`src/rtl/sva_result_pkg.sv`:
```
// Shared types for the SVA result monitor: verdict event kinds, run-control
// states, the default-width event record and the verdict-to-kind priority.
package sva_result_pkg;

    typedef enum logic [1:0] {
        EVT_NONE = 2'd0,
        EVT_SUCC = 2'd1,
        EVT_FAIL = 2'd2,
        EVT_LAZY = 2'd3
    } evt_kind_t;

    typedef enum logic [1:0] {
        MON_IDLE = 2'd0,
        MON_RUN  = 2'd1,
        MON_HALT = 2'd2
    } mon_state_t;

    // Default timestamp width. Modules with a different TS_WIDTH declare the
    // same {kind, ts} layout locally at their own width.
    localparam int unsigned EVT_TS_WIDTH_DEF = 32;

    typedef struct packed {
        evt_kind_t                   kind;
        logic [EVT_TS_WIDTH_DEF-1:0] ts;
    } sva_evt_t;

    // One event per evaluation: fail outranks succ, and succ outranks lazy.
    function automatic evt_kind_t evt_kind_sel(input logic succ_f,
                                               input logic fail_f,
                                               input logic lazy_f);
        evt_kind_t kind;
        if (fail_f) begin
            kind = EVT_FAIL;
        end else if (succ_f) begin
            kind = EVT_SUCC;
        end else if (lazy_f) begin
            kind = EVT_LAZY;
        end else begin
            kind = EVT_NONE;
        end
        return kind;
    endfunction

endpackage

```
`src/rtl/sva_evt_fifo.sv`:
```
// Event FIFO with a registered head word and a valid/ready read port.
// The head register is loaded with whatever becomes the head at each edge,
// so a push into an empty FIFO shows up as valid one cycle later and the
// head is stable while the reader stalls.
module sva_evt_fifo #(
    parameter int unsigned DATA_WIDTH = 34,
    parameter int unsigned DEPTH      = 8
) (
    input  logic                  clk_i,
    input  logic                  rst_ni,
    input  logic                  flush_i,
    input  logic                  push_i,
    input  logic [DATA_WIDTH-1:0] wdata_i,
    output logic                  full_o,
    output logic                  rd_valid_o,
    input  logic                  rd_ready_i,
    output logic [DATA_WIDTH-1:0] rd_data_o
);

    localparam int unsigned AW = $clog2(DEPTH);
    localparam logic [AW:0] PTR_ONE = {{AW{1'b0}}, 1'b1};

    logic [DATA_WIDTH-1:0] mem_q [DEPTH];
    logic [AW:0]           wr_ptr_q, wr_ptr_d;
    logic [AW:0]           rd_ptr_q, rd_ptr_d;
    logic [DATA_WIDTH-1:0] head_q, head_d;
    logic                  valid_q, valid_d;
    logic                  full;
    logic                  pop;
    logic                  push_ok;

    // Full when the wrap bits differ but the slot indices match.
    assign full    = (wr_ptr_q[AW] != rd_ptr_q[AW]) &&
                     (wr_ptr_q[AW-1:0] == rd_ptr_q[AW-1:0]);
    assign pop     = valid_q && rd_ready_i;
    // A push into a full FIFO only fits when the head leaves in the same cycle.
    assign push_ok = push_i && !flush_i && (!full || pop);

    // Next pointers and the word that will sit at the head after this edge.
    always_comb begin
        wr_ptr_d = wr_ptr_q;
        rd_ptr_d = rd_ptr_q;
        if (push_ok) begin
            wr_ptr_d = wr_ptr_q + PTR_ONE;
        end
        if (pop) begin
            rd_ptr_d = rd_ptr_q + PTR_ONE;
        end
        valid_d = (wr_ptr_d != rd_ptr_d);
        head_d  = '0;
        if (valid_d) begin
            // The incoming word becomes the head when it lands in the head slot.
            if (push_ok && (wr_ptr_q == rd_ptr_d)) begin
                head_d = wdata_i;
            end else begin
                head_d = mem_q[rd_ptr_d[AW-1:0]];
            end
        end
    end

    // Storage array; no reset so it maps onto plain RAM.
    always_ff @(posedge clk_i) begin
        if (push_ok) begin
            mem_q[wr_ptr_q[AW-1:0]] <= wdata_i;
        end
    end

    // Pointers and head register; flush empties the FIFO in one edge.
    always_ff @(posedge clk_i or negedge rst_ni) begin
        if (!rst_ni) begin
            wr_ptr_q <= '0;
            rd_ptr_q <= '0;
            head_q   <= '0;
            valid_q  <= 1'b0;
        end else if (flush_i) begin
            wr_ptr_q <= '0;
            rd_ptr_q <= '0;
            head_q   <= '0;
            valid_q  <= 1'b0;
        end else begin
            wr_ptr_q <= wr_ptr_d;
            rd_ptr_q <= rd_ptr_d;
            head_q   <= head_d;
            valid_q  <= valid_d;
        end
    end

    assign full_o     = full;
    assign rd_valid_o = valid_q;
    assign rd_data_o  = head_q;

endmodule

```
`src/rtl/sva_result_monitor.sv`:
```
// Verdict monitor downstream of the SVA checker: saturating verdict counters,
// first-fail capture, a free-running timestamp and a timestamped event log,
// under a small IDLE/RUN/HALT run-control FSM.
module sva_result_monitor #(
    parameter int unsigned CNT_WIDTH    = 16,
    parameter int unsigned TS_WIDTH     = 32,
    parameter int unsigned FIFO_DEPTH   = 8,
    parameter int unsigned STOP_ON_FAIL = 1
) (
    input  logic                  sys_clk,
    input  logic                  sys_rst_n,
    input  logic                  start,
    input  logic                  clear,
    input  logic                  res_valid,
    input  logic                  succ,
    input  logic                  fail,
    input  logic                  lazy_succ,
    output logic                  evt_valid,
    input  logic                  evt_ready,
    output logic [TS_WIDTH+1:0]   evt_data,
    output logic [CNT_WIDTH-1:0]  succ_cnt,
    output logic [CNT_WIDTH-1:0]  fail_cnt,
    output logic [CNT_WIDTH-1:0]  lazy_cnt,
    output logic [CNT_WIDTH-1:0]  drop_cnt,
    output logic                  first_fail_vld,
    output logic [TS_WIDTH-1:0]   first_fail_ts,
    output logic                  running,
    output logic                  halted,
    output logic                  overflow
);

    import sva_result_pkg::*;

    typedef struct packed {
        evt_kind_t           kind;
        logic [TS_WIDTH-1:0] ts;
    } evt_t;

    localparam logic [CNT_WIDTH-1:0] CNT_ONE  = {{(CNT_WIDTH-1){1'b0}}, 1'b1};
    localparam logic [TS_WIDTH-1:0]  TS_ONE   = {{(TS_WIDTH-1){1'b0}}, 1'b1};
    localparam logic                 HALT_ENA = (STOP_ON_FAIL != 0);

    mon_state_t            state_q;
    logic                  running_q;
    logic                  halted_q;
    logic [TS_WIDTH-1:0]   ts_q;
    logic [CNT_WIDTH-1:0]  drop_cnt_q;
    logic                  overflow_q;
    logic                  first_fail_vld_q;
    logic [TS_WIDTH-1:0]   first_fail_ts_q;

    logic                  accept;
    logic                  push;
    logic                  pop;
    logic                  drop;
    logic                  fifo_full;
    logic [2:0]            hit;
    logic [3*CNT_WIDTH-1:0] cnt_all;
    evt_t                  evt_wdata;

    // Verdicts only count in RUN, and a simultaneous clear discards them.
    assign accept = res_valid && (state_q == MON_RUN) && !clear;
    assign push   = accept && (succ || fail || lazy_succ);
    assign pop    = evt_valid && evt_ready;
    assign drop   = push && fifo_full && !pop;
    assign hit    = {lazy_succ, fail, succ} & {3{accept}};

    assign evt_wdata.kind = evt_kind_sel(succ, fail, lazy_succ);
    assign evt_wdata.ts   = ts_q;

    // Run-control FSM with registered status outputs; clear beats start.
    always_ff @(posedge sys_clk or negedge sys_rst_n) begin
        if (!sys_rst_n) begin
            state_q   <= MON_IDLE;
            running_q <= 1'b0;
            halted_q  <= 1'b0;
        end else if (clear) begin
            state_q   <= MON_IDLE;
            running_q <= 1'b0;
            halted_q  <= 1'b0;
        end else begin
            case (state_q)
                MON_IDLE: begin
                    if (start) begin
                        state_q   <= MON_RUN;
                        running_q <= 1'b1;
                    end
                end
                MON_RUN: begin
                    if (accept && fail && HALT_ENA) begin
                        state_q   <= MON_HALT;
                        running_q <= 1'b0;
                        halted_q  <= 1'b1;
                    end
                end
                MON_HALT: begin
                    state_q <= MON_HALT;
                end
                default: begin
                    state_q   <= MON_IDLE;
                    running_q <= 1'b0;
                    halted_q  <= 1'b0;
                end
            endcase
        end
    end

    // Timestamp advances only while running and wraps naturally.
    always_ff @(posedge sys_clk or negedge sys_rst_n) begin
        if (!sys_rst_n) begin
            ts_q <= '0;
        end else if (clear) begin
            ts_q <= '0;
        end else if (state_q == MON_RUN) begin
            ts_q <= ts_q + TS_ONE;
        end
    end

    // One saturating counter per verdict flag: 0 = succ, 1 = fail, 2 = lazy.
    for (genvar gi = 0; gi < 3; gi++) begin : g_verdict_cnt
        logic [CNT_WIDTH-1:0] cnt_q;

        // Count accepted verdicts of this kind, holding at all-ones.
        always_ff @(posedge sys_clk or negedge sys_rst_n) begin
            if (!sys_rst_n) begin
                cnt_q <= '0;
            end else if (clear) begin
                cnt_q <= '0;
            end else if (hit[gi] && (cnt_q != '1)) begin
                cnt_q <= cnt_q + CNT_ONE;
            end
        end

        assign cnt_all[gi*CNT_WIDTH +: CNT_WIDTH] = cnt_q;
    end

    // Drop accounting and first-fail capture; both are sticky until clear.
    always_ff @(posedge sys_clk or negedge sys_rst_n) begin
        if (!sys_rst_n) begin
            drop_cnt_q       <= '0;
            overflow_q       <= 1'b0;
            first_fail_vld_q <= 1'b0;
            first_fail_ts_q  <= '0;
        end else if (clear) begin
            drop_cnt_q       <= '0;
            overflow_q       <= 1'b0;
            first_fail_vld_q <= 1'b0;
            first_fail_ts_q  <= '0;
        end else begin
            if (drop) begin
                overflow_q <= 1'b1;
                if (drop_cnt_q != '1) begin
                    drop_cnt_q <= drop_cnt_q + CNT_ONE;
                end
            end
            if (accept && fail && !first_fail_vld_q) begin
                first_fail_vld_q <= 1'b1;
                first_fail_ts_q  <= ts_q;
            end
        end
    end

    sva_evt_fifo #(
        .DATA_WIDTH (TS_WIDTH + 2),
        .DEPTH      (FIFO_DEPTH)
    ) u_evt_fifo (
        .clk_i      (sys_clk),
        .rst_ni     (sys_rst_n),
        .flush_i    (clear),
        .push_i     (push),
        .wdata_i    (evt_wdata),
        .full_o     (fifo_full),
        .rd_valid_o (evt_valid),
        .rd_ready_i (evt_ready),
        .rd_data_o  (evt_data)
    );

    assign succ_cnt       = cnt_all[0*CNT_WIDTH +: CNT_WIDTH];
    assign fail_cnt       = cnt_all[1*CNT_WIDTH +: CNT_WIDTH];
    assign lazy_cnt       = cnt_all[2*CNT_WIDTH +: CNT_WIDTH];
    assign drop_cnt       = drop_cnt_q;
    assign overflow       = overflow_q;
    assign first_fail_vld = first_fail_vld_q;
    assign first_fail_ts  = first_fail_ts_q;
    assign running        = running_q;
    assign halted         = halted_q;

endmodule

```
`config.mk`:
```
export PLATFORM = sky130hd
export DESIGN_NAME = sva_result_monitor
export DESIGN_NICKNAME = d
export VERILOG_FILES = /design/src/rtl/sva_result_pkg.sv /design/src/rtl/sva_evt_fifo.sv /design/src/rtl/sva_result_monitor.sv
export SDC_FILE = /design/constraint.sdc
export NUM_CORES = 1
export LEC_CHECK = 0
export CORE_MARGIN = 4
export CORE_UTILIZATION = 34
export CTS_CLUSTER_SIZE = 25
export DETAILED_ROUTE_END_ITERATION = 7
export PLACE_DENSITY_LB_ADDON = 0.2
export SYNTH_ARGS = -nofsm -noshare
export SYNTH_HDL_FRONTEND = slang
export SYNTH_HIERARCHICAL = 1
export SYNTH_SLANG_ARGS = --single-unit
```
`constraint.sdc`:
```
create_clock -name sys_clk -period 6.6 [get_ports sys_clk]
set_clock_uncertainty 0.15 [all_clocks]
set_input_delay 1.32 -clock sys_clk [delete_from_list [all_inputs] [get_ports sys_clk]]
set_output_delay 1.32 -clock sys_clk [all_outputs]
set_load 0.01 [all_outputs]
```
== After elaboration in Yosys (flattened, before gate mapping) ==
Memory sizes are Yosys's and may differ from the RTL's.
Index checks and enable logic that the tools add are counted.
Storage, ports and cells
  input bits: 9
  memories kept: 1
  RAM bits: 272
  output and inout port bits: 135
  flip-flop bits (word level): 177
  logic and storage cells: 114
Memories
  u_evt_fifo.mem_q: words 8, bits a word 34, rd ports 1, clocked after memory_dff 0, write ports 1, RTL line sva_evt_fifo.sv:23  | logic [DATA_WIDTH-1:0] mem_q [DEPTH];
Cells by class
  bitwise gates (word level): 1
  reduce and logical (&&, ||, !) cells: 35
  eq/ne operators: 14
  $add $sub $neg: 7
  mux-type cells: 41
Operator list (count)
  2-to-1 mux 16 bit: 9
  2-to-1 mux 32 bit: 4
  2-to-1 mux 34 bit: 3
  adder 16 x 1 -> 16 bit (second input constant): 4
  != test 16 bit (second input constant): 4
  adder 32 x 1 -> 32 bit (second input constant): 1
  2-to-1 mux 4 bit: 4
  logical AND 1 bit: 15
  nonzero test 2 bit: 7
  2-to-1 mux 1 bit: 12
  2-to-1 mux 2 bit: 6
  adder 4 x 1 -> 4 bit (second input constant): 2
  case mux 2 bit (3 select lines): 1
  AND reduction 2 bit: 3
  equality test 4 bit: 1
  logical NOT 1 bit: 4
  != test 4 bit: 1
  bitwise AND 3 bit: 1
  equality test 3 bit: 1
  logical OR 1 bit: 3
  != test 3 x 2 -> 1 bit (second input constant): 1
  != test 3 bit (second input constant): 1
  case mux 1 bit (3 select lines): 1
  AND reduction 3 bit: 1
  other kinds (8): 8

== Longest topological paths before layout ==
Gate-level depths: netlist of the first run.
  depth in word-level cells: 10
  gate-level depth with buffers: 11
  mapped depth without buffers: 10

== Modules after synthesis ==
The synthesis of the first run kept the hierarchy.
Modules (own cells, without submodules)
  sva_evt_fifo: times used 1, area an instance 12497.0 µm², cells each 902, seq. area each 9243.9 µm²
  sva_result_monitor: times used 1, area an instance 6744.0 µm², cells each 711, seq. area each 3353.2 µm²

== Worst setup path before layout of the first run ==
OpenSTA, ideal clock, no wires.
  path type: input to register
  start: input port clear
  end: memory u_evt_fifo.mem_q[0][0] (enable)
  setup slack: 0.271 ns
  stages on the path: 5
  data required time: 5.927 ns
  arrival time: 5.656 ns
  library setup time: 0.523 ns
  path through: and3b_1 > and2_1 > nand2b_1 > a21oi_4 > nor4b_1
On the way
  longest elaborated chain between the ends: 7
Ends and longest elaborated chain
  from (decl): RTL line sva_result_monitor.sv:13  | input logic clear,
  logical NOT 1 bit: RTL line sva_result_monitor.sv:62  | assign accept = res_valid && (state_q == MON_RUN) && !clear;
  logical AND 1 bit: RTL line sva_result_monitor.sv:62
  logical AND 1 bit: RTL line sva_result_monitor.sv:63  | assign push = accept && (succ || fail || lazy_succ);
  net push: RTL line sva_result_monitor.sv:53  | logic push;
  logical AND 1 bit (2 in a row): RTL line sva_evt_fifo.sv:37  | assign push_ok = push_i && !flush_i && (!full || pop);
  2-to-1 mux 1 bit: RTL line sva_evt_fifo.sv:63  | if (push_ok) begin
  2-to-1 mux 1 bit (not written as such): RTL line sva_evt_fifo.sv:64  | mem_q[wr_ptr_q[AW-1:0]] <= wdata_i;
  to (decl): RTL line sva_evt_fifo.sv:23
The timed path passes the listed nets, and every way through them passes these cells.

== Worst setup path after layout of the first run ==
  start: input port res_valid
  end: register u_evt_fifo.head_q[9], in the netlist u_evt_fifo/rd_data_o[9]
On the way
  longest elaborated chain between the ends: 9
Ends and longest elaborated chain
  from (decl): RTL line sva_result_monitor.sv:14  | input logic res_valid,
  logical AND 1 bit (*) (2 in a row): RTL line sva_result_monitor.sv:62
  logical AND 1 bit (*): RTL line sva_result_monitor.sv:63
  net push: RTL line sva_result_monitor.sv:53
  logical AND 1 bit (*) (2 in a row): RTL line sva_evt_fifo.sv:37
  2-to-1 mux 4 bit / logical AND 1 bit (equally long branches): RTL line sva_evt_fifo.sv:43, sva_evt_fifo.sv:53
  != test 4 bit / 2-to-1 mux 34 bit (equally long branches): RTL line sva_evt_fifo.sv:49, sva_evt_fifo.sv:53
  2-to-1 mux 34 bit (*): RTL line sva_evt_fifo.sv:51  | if (valid_d) begin
  2-to-1 mux 34 bit (*): RTL line sva_evt_fifo.sv:75  | end else if (flush_i) begin
  to (signal assigned): RTL line sva_evt_fifo.sv:73  | head_q <= '0;
  to (signal assigned): RTL line sva_evt_fifo.sv:78  | head_q <= '0;
  to (signal assigned): RTL line sva_evt_fifo.sv:83  | head_q <= head_d;
  to (decl): RTL line sva_evt_fifo.sv:26  | logic [DATA_WIDTH-1:0] head_q, head_d;
The timed path passes the listed nets; every way through them passes the cells marked *.
A chain may end at the register's enable or synchronous reset.

==> insert_results.sql, run 1 <==
INSERT INTO impl_metrics (metric_group, metric, value, unit) VALUES
('clocking', 'cts_setup_buffers', '0', ''),
('floorplanning', 'starting_density', '0.347', ''),
('synth', 'synthXorXnorAreaFrac', '0.0388', ''),
('worst_setup_path', 'cp.required', '6.95', 'ns'),
('job', 'cap_viol_max_count', '0', ''),
('worst_setup_path', 'crit_path_max_fanout', '35', ''),
('clocking', 'cts_inserted_buffers', '50', ''),
('synth', 'synth_compound_area_frac', '0.0684', ''),
('routing', 'vias_per_std_cell', '5.12', ''),
('status', 'outcome', 'finished clean', ''),
('power', 'switching_share', '0.231', ''),
('clocking', 'clkLatencyLatePin', '0.60', 'ns'),
('synth', 'synth_cell_area', '19200', 'um^2'),
('synth', 'synth-warning-count', '6', ''),
('power', 'p_leak', '8.34', 'nW'),
('floorplanning', 'die_area', '60500', 'um^2'),
('clocking', 'cts_root_buf', 'sky130_fd_sc_hd__clkbuf_16', ''),
('power', 'totalPowerFinal', '6.13', 'mW'),
('floorplanning', 'core_area', '55500', 'um^2'),
('timing', 'worst_pin_slew', '1.22', 'ns'),
('synth', 'top_flip_flop_cell_by_instance_count_after_synthesis', 'sky130_fd_sc_hd__edfxtp_1', ''),
('clocking', 'htree_num_levels', '2', ''),
('synth', 'yosys-mux-area-fraction', '0.0236', ''),
('timing', 'fmaxAchievable', '243', 'MHz'),
('routing', 'wirelength', '49.8', 'mm'),
('placement', 'buffer_ports.inserted', '143', ''),
('clocking', 'post_cts_hold_buffer_count', '0', ''),
('routing', 'dr.pass1.iters', '7', ''),
('timing', 'fin_crit', '4.12', 'ns'),
('power', 'p_per_area', '265', 'nW/um^2'),
('synth', 'netlist.area_leader.share', '0.425', ''),
('timing', 'hold_violations', '0', ''),
('timing', 'slew_headroom', '0.190', ''),
('final_layout', 'layout-area-overhead-vs-synth', '20.2', '%'),
('routing', 'final_antenna_net_count', '0', ''),
('worst_setup_path', 'max_stage_delay', '0.99', 'ns'),
('routing', 'post-route-drc-count', '0', ''),
('synth', 'cell_type_with_the_highest_aggregate_area_in_the_netlist', 'sky130_fd_sc_hd__edfxtp_1', ''),
('clocking', 'ctsLongestPathBuffers', '3', ''),
('placement', 'pre_cts_slack', '1.85', 'ns'),
('worst_setup_path', 'critPathLaunchType', 'input port', ''),
('final_layout', 'n_fill_cell', '5312', ''),
('timing', 'final_setup_slack_of_the_worst_path', '2.48', 'ns'),
('floorplanning', 'die_width', '246', 'um'),
('timing', 'grt_setup_unrepaired', 'false', ''),
('clocking', 'tritoncts', 'done', ''),
('routing', 'routedWlPerCell', '19.6', 'um'),
('synth', 'synth_top_cells_by_area', 'sky130_fd_sc_hd__edfxtp_1, sky130_fd_sc_hd__dfrtp_1, sky130_fd_sc_hd__nand2_1', ''),
('power', 'internal_power', '4.71', 'mW'),
('synth', 'flops_latches_synth', '449', ''),
('final_layout', 'drive_above_1_share', '0.0733', ''),
('power', 'comb_power_share', '0.067', ''),
('synth', 'post_synth_net_total', '1632', ''),
('timing', 'finalSetupTns', '0', 'ns'),
('floorplanning', 'die_height', '246', 'um'),
('synth', 'async_reset_ff_frac', '0.394', ''),
('worst_setup_path', 'path_class', 'input port to flip-flop', ''),
('hold_path', 'min-delay-path-class', 'flip-flop to flip-flop', ''),
('timing', 'post-route-period-util', '0.624', ''),
('synth', 'yosysUniqueCellTypes', '72', ''),
('timing', 'final-max-slew-violation-count', '0', ''),
('clocking', 'cts_repair_resize_count', '0', ''),
('timing', 'timing.final.setup_violations', '0', ''),
('worst_setup_path', 'crit_path_cell_trace', 'clkdlybuf4s50_1 > and3b_1 > and2_1 > nor2b_1 > nand4_1 > a21oi_4 > xor3_1 > a31oi_4 > a21boi_1', ''),
('power', 'power.clock.fraction', '0.439', ''),
('worst_setup_path', 'cp_slowest_cell', 'sky130_fd_sc_hd__a31oi_4', ''),
('placement', 'gp_routability_congestion', '0.802', ''),
('placement', 'hpwlAfterDp', '28.5', 'mm'),
('floorplanning', 'num_io_pins', '144', ''),
('grt', 'all_layer_global_routing_usage', '0.165', ''),
('power', 'p_seq_frac', '0.494', '');
-- layer usage --
metal	up-vias	wire, um	GRT usage
met4	0	959	0.0399
met2	303	23100	0.268
met5	-	0	0
met3	67	2990	0.0386
li1	6087	-	-
met1	6521	22700	0.226
-- registers in the layout (all words and copies together), names as in the netlist --
signal and flops:
u_evt_fifo/mem_q 272, u_evt_fifo/rd_data_o 34, first_fail_ts 32, ts_q 32
drop_cnt 16, fail_cnt 16, lazy_cnt 16, succ_cnt 16
u_evt_fifo/rd_ptr_q 4, u_evt_fifo/wr_ptr_q 4, state_q 2, first_fail_vld 1
halted 1, overflow 1, running 1, u_evt_fifo/rd_valid_o 1
-- worst paths after layout --
check | start | end | slack, ns | cells after the start
max | res_valid | u_evt_fifo/rd_data_o[9] | 2.48 | 9
min | first_fail_ts[14] | first_fail_ts[14] | 0.39 | 2
max reg2reg | state_q[1] | u_evt_fifo/rd_data_o[9] | 2.65 | 10
min reg2reg | first_fail_ts[14] | first_fail_ts[14] | 0.39 | 2
max in group asynchronous | sys_rst_n | u_evt_fifo/rd_data_o[27] | 4.38 | 2
min in group asynchronous | sys_rst_n | first_fail_ts[22] | 0.69 | 1
-- power by group through the flow --
stage | clock, mW | sequential, mW | combinational [mW]
3_3_place_gp | 0 | 3.08 | 0.408
6_report | 2.69 | 3.03 | 0.409
2_1_floorplan | 0 | 3.08 | 0.253
3_5_place_dp | 0 | 3.08 | 0.417
4_1_cts | 2.76 | 3.03 | 0.419
5_1_grt | 2.87 | 3.03 | 0.459
-- cell type report --
type	count	area [um^2]	area share
flip-flops and latches	449	12600	0.545
multi-input cells	1063	6320	0.273
repair buffers	170	1650	0.0713
clock buffers	66	1360	0.0589
well taps	748	936	0.0405
clock inverters	27	215	0.00931
inverters	13	48.8	0.00211
-- stage by stage --
step	utilization	cells	hold WS, ns	area (um^2)
2_1_floorplan	-	1613	0.366	19200
3_3_place_gp	0.388	2443	0.380	21500
3_5_place_dp	0.388	2443	0.383	21500
4_1_cts	0.416	2536	0.395	23100
5_1_grt	0.416	2536	0.420	23100
6_report	0.416	2536	0.389	23100
-- Yosys cell counts (4+ instances only) --
master	count
sky130_fd_sc_hd__nor4b_1	5
sky130_fd_sc_hd__a21oi_1	23
sky130_fd_sc_hd__inv_1	13
sky130_fd_sc_hd__edfxtp_1	272
sky130_fd_sc_hd__a21o_1	9
sky130_fd_sc_hd__dfrtp_1	177
sky130_fd_sc_hd__a21boi_1	36
sky130_fd_sc_hd__nand4_1	65
sky130_fd_sc_hd__nor4_1	5
sky130_fd_sc_hd__and4_1	8
sky130_fd_sc_hd__buf_1	8
sky130_fd_sc_hd__nand3b_1	4
sky130_fd_sc_hd__a211oi_1	10
sky130_fd_sc_hd__o21ai_0	54
sky130_fd_sc_hd__and2_1	7
sky130_fd_sc_hd__a32oi_1	34
sky130_fd_sc_hd__xnor2_1	44
sky130_fd_sc_hd__nor3_1	26
sky130_fd_sc_hd__clkbuf_1	48
sky130_fd_sc_hd__nor2b_1	7
sky130_fd_sc_hd__nand2b_1	36
sky130_fd_sc_hd__nor2_1	95
sky130_fd_sc_hd__buf_2	25
sky130_fd_sc_hd__ha_1	10
sky130_fd_sc_hd__buf_4	5
sky130_fd_sc_hd__mux2i_1	42
sky130_fd_sc_hd__or3_1	15
sky130_fd_sc_hd__nand3_1	103
sky130_fd_sc_hd__xor2_1	34
sky130_fd_sc_hd__nand2_1	316
sky130_fd_sc_hd__nor3b_1	7
sky130_fd_sc_hd__and3_1	17
-- layout by cell type (no fill, tap or decap), drive strengths merged, types with 22 or more instances in the layout --
| cell | n |
|---|---|
| nor3 | 27 |
| nand2 | 317 |
| xor2 | 34 |
| nor2 | 97 |
| nand4 | 67 |
| edfxtp | 272 |
| a21boi | 37 |
| clkbuf | 67 |
| mux2i | 42 |
| dfrtp | 177 |
| a21oi | 26 |
| clkinv | 22 |
| a32oi | 34 |
| nand2b | 36 |
| clkdlybuf4s50 | 141 |
| xnor2 | 45 |
| o21ai | 57 |
| buf | 28 |
| nand3 | 104 |
-- logic make-up after synthesis --
logic type / count (synthesis)
flip-flops: 449
multiplexers: 45
XOR/XNOR: 81
AND/OR/NAND/NOR: 738
buffers and inverters: 101
adder cells (fa/ha/maj): 10
AO/OA/AOI/OAI: 189
-- worst max-delay path, delay by kind of cell --
kind / cells / cell delay [ns]
simple gates: 4 / 0.84
xor+xnor: 1 / 0.27
buf+inv: 1 / 0.57
compound gates: 3 / 1.45
Power figures use the tool's default switching activity.
==> run 2, diff against run 1 <==
- clock period: 6.6 -> 3.6 ns (I/O delays scaled with it)
==> insert_results.sql, run 2 (same netlist as run 1, synthesis figures left out) <==
INSERT INTO impl_metrics (metric_group, metric, value, unit) VALUES
('status', 'outcome', 'finished clean', ''),
('clocking', 'path_clk_slew', '0.06', 'ns'),
('timing', 'post-route-period-util', '0.880', ''),
('grt', 'via_count_of_the_first_global_routing_pass', '13200', ''),
('routing', 'drt_first_iter_violations', '795', ''),
('floorplanning', 'starting_density', '0.347', ''),
('grt', 'grt_pass1_wl', '78.2', 'mm'),
('floorplanning', 'num_io_pins', '144', ''),
('timing', 'worst_pin_slew', '1.04', 'ns'),
('clocking', 'ctsLongestPathBuffers', '3', ''),
('routing', 'routed_met3_length', '2.69', 'mm'),
('worst_setup_path', 'reg2reg_slack', '0.43', 'ns'),
('clocking', 'cts_setup_buffers', '0', ''),
('grt', 'grt_antenna_before_repair', '0', ''),
('grt', 'pin_count_of_the_biggest_net_entering_global_routing', '66', ''),
('clocking', 'clkLatencyLatePin', '0.59', 'ns'),
('worst_setup_path', 'cp.required', '3.96', 'ns'),
('clocking', 'tritoncts', 'done', ''),
('final_layout', 'n_fill_cell', '5273', ''),
('clocking', 'post_cts_hold_buffer_count', '1', ''),
('final_layout', 'stdcell_count', '2566', ''),
('final_layout', 'layout-area-overhead-vs-synth', '23.0', '%'),
('placement', 'number_of_placed_cells_counting_well_taps', '2468', ''),
('worst_setup_path', 'critical_path.startpoint', 'u_evt_fifo/rd_ptr_q[2]', ''),
('power', 'max_rail_drop_vdd', '291', 'uV'),
('placement', 'buffer_ports.inserted', '143', ''),
('routing', 'topRoutingLayerUsed', 'met4', ''),
('final_layout', 'layout.cells.most_common_list', 'sky130_fd_sc_hd__nand2_1, sky130_fd_sc_hd__edfxtp_1, sky130_fd_sc_hd__dfrtp_1', ''),
('placement', 'hpwlAfterDp', '29.3', 'mm'),
('timing', 'final-max-slew-violation-count', '0', ''),
('routing', 'met2_length', '23.7', 'mm'),
('routing', 'dr.pass1.iters', '5', ''),
('worst_setup_path', 'critical_path.endpoint_type', 'flip-flop', ''),
('timing', 'slew_headroom', '0.302', ''),
('timing', 'timing.final.setup_violations', '0', ''),
('worst_setup_path', 'critPathLaunchType', 'flip-flop', ''),
('worst_setup_path', 'r2r-start', 'u_evt_fifo/rd_ptr_q[2]', ''),
('final_layout', 'mostFrequentLayoutCell', 'sky130_fd_sc_hd__nand2_1', ''),
('job', 'cap_viol_max_count', '0', ''),
('timing', 'grt_setup_unrepaired', 'false', ''),
('final_layout', 'drive_above_1_share', '0.0886', ''),
('power', 'p_per_area', '484', 'nW/um^2'),
('routing', 'wirelength', '50.3', 'mm'),
('clocking', 'clock_sinks', '449', ''),
('final_layout', 'largest_reg_flops', '272', ''),
('worst_setup_path', 'worst_setup_path_endpoint', 'drop_cnt[2]', ''),
('routing', 'post-route-drc-count', '0', ''),
('placement', 'gp_routability_congestion', '0.776', ''),
('timing', 'fin_crit', '3.17', 'ns'),
('floorplanning', 'placementRows', '86', ''),
('power', 'totalPowerFinal', '11.4', 'mW'),
('floorplanning', 'die_area', '60500', 'um^2'),
('final_layout', 'final_nets', '1793', ''),
('routing', 'wirelength_met1', '22.9', 'mm'),
('routing', 'vias_per_std_cell', '5.06', ''),
('hold_path', 'min-delay-path-class', 'flip-flop to flip-flop', ''),
('worst_setup_path', 'crit_path_max_fanout', '15', ''),
('power', 'p_leak', '8.59', 'nW'),
('grt', 'all_layer_global_routing_usage', '0.165', ''),
('clocking', 'cts_repair_resize_count', '0', ''),
('timing', 'fmaxAchievable', '316', 'MHz'),
('worst_setup_path', 'ff2ff_path_depth', '7', ''),
('worst_setup_path', 'path_class', 'flip-flop to flip-flop', ''),
('routing', 'routedWlPerCell', '19.6', 'um'),
('timing', 'hold_violations', '0', ''),
('floorplanning', 'core_area', '55500', 'um^2'),
('clocking', 'cts_root_buf', 'sky130_fd_sc_hd__clkbuf_16', ''),
('placement', 'detailed_place.area', '22000', 'um^2'),
('final_layout', 'post-route-util', '0.426', ''),
('worst_setup_path', 'r2r-end', 'drop_cnt[2]', ''),
('routing', 'route.vias.total', '13000', ''),
('clocking', 'cts_inserted_buffers', '51', ''),
('final_layout', 'layout.cell_area.non_filler', '23700', 'um^2'),
('floorplanning', 'die_height', '246', 'um'),
('worst_setup_path', 'timing.critical_path.arrival', '3.53', 'ns'),
('clocking', 'htree_num_levels', '2', ''),
('routing', 'final_antenna_net_count', '0', ''),
('grt', 'total_congestion_overflow_after_global_routing', '0', ''),
('floorplanning', 'die_width', '246', 'um');
==> run 2: area by class of cell <==
type | count | area [um^2] | share of cell area
Sequential cell | 449 | 12600 | 0.532
Multi-Input combinational cell | 1063 | 6330 | 0.267
Timing Repair Buffer | 196 | 2110 | 0.0891
Clock buffer | 73 | 1450 | 0.0612
Tap cell | 748 | 936 | 0.0395
Clock inverter | 23 | 199 | 0.00841
Inverter | 13 | 48.8 | 0.00206
Antenna cell | 1 | 2.50 | 0.000106
==> run 2: how the worst min path moves through the flow <==
stage	start	end	cells after the start
finish	first_fail_ts[16]	first_fail_ts[16]	2
global route	first_fail_ts[19]	first_fail_ts[19]	2
CTS	first_fail_ts[16]	first_fail_ts[16]	2
detailed placement	first_fail_ts[16]	first_fail_ts[16]	2
global placement	first_fail_ts[14]	first_fail_ts[14]	2
floorplan	sys_rst_n	drop_cnt[0]	0
==> run 2: stage by stage <==
stage / setup TNS [ns] / setup WS (ns) / hold slack [ns]
global placement: 0 / 0.221 / 0.380
detailed placement: 0 / 0.140 / 0.383
floorplan: -208.06 / -1.14 / 0.274
CTS: 0 / 0.444 / 0.395
global route: 0 / 0.169 / 0.421
finish: 0 / 0.432 / 0.392
==> run 2: critical path, cell delays in order, from the launching register on <==
cell	delay, ns
sky130_fd_sc_hd__dfrtp_1	0.54
sky130_fd_sc_hd__xnor2_1	0.30
sky130_fd_sc_hd__and4_1	0.40
sky130_fd_sc_hd__a21boi_0	0.46
sky130_fd_sc_hd__and3_1	0.38
sky130_fd_sc_hd__nand2_1	0.31
sky130_fd_sc_hd__or3_1	0.40
sky130_fd_sc_hd__a21oi_1	0.14
==> run 2: power by group <==
group | total (mW) | switching, mW | internal, mW | leakage (nW)
clock | 5.08 | 2.07 | 3.01 | 0.813
sequential | 5.54 | 0.0517 | 5.49 | 4.99
combinational | 0.825 | 0.501 | 0.324 | 2.78
total | 11.4 | 2.62 | 8.83 | 8.59
==> run 2: metal layers <==
layer  vias up  GRT usage
met3        78     0.0325
li1       6147          -
met5         -          0
met2       297      0.274
met1      6451      0.223
met4         0     0.0462
==> run 3, diff against run 2 <==
- CTS_CLUSTER_SIZE: 25 -> not set
==> results of run 3 <==
No change in the layout: final DEF, timing and power equal those of run 2.
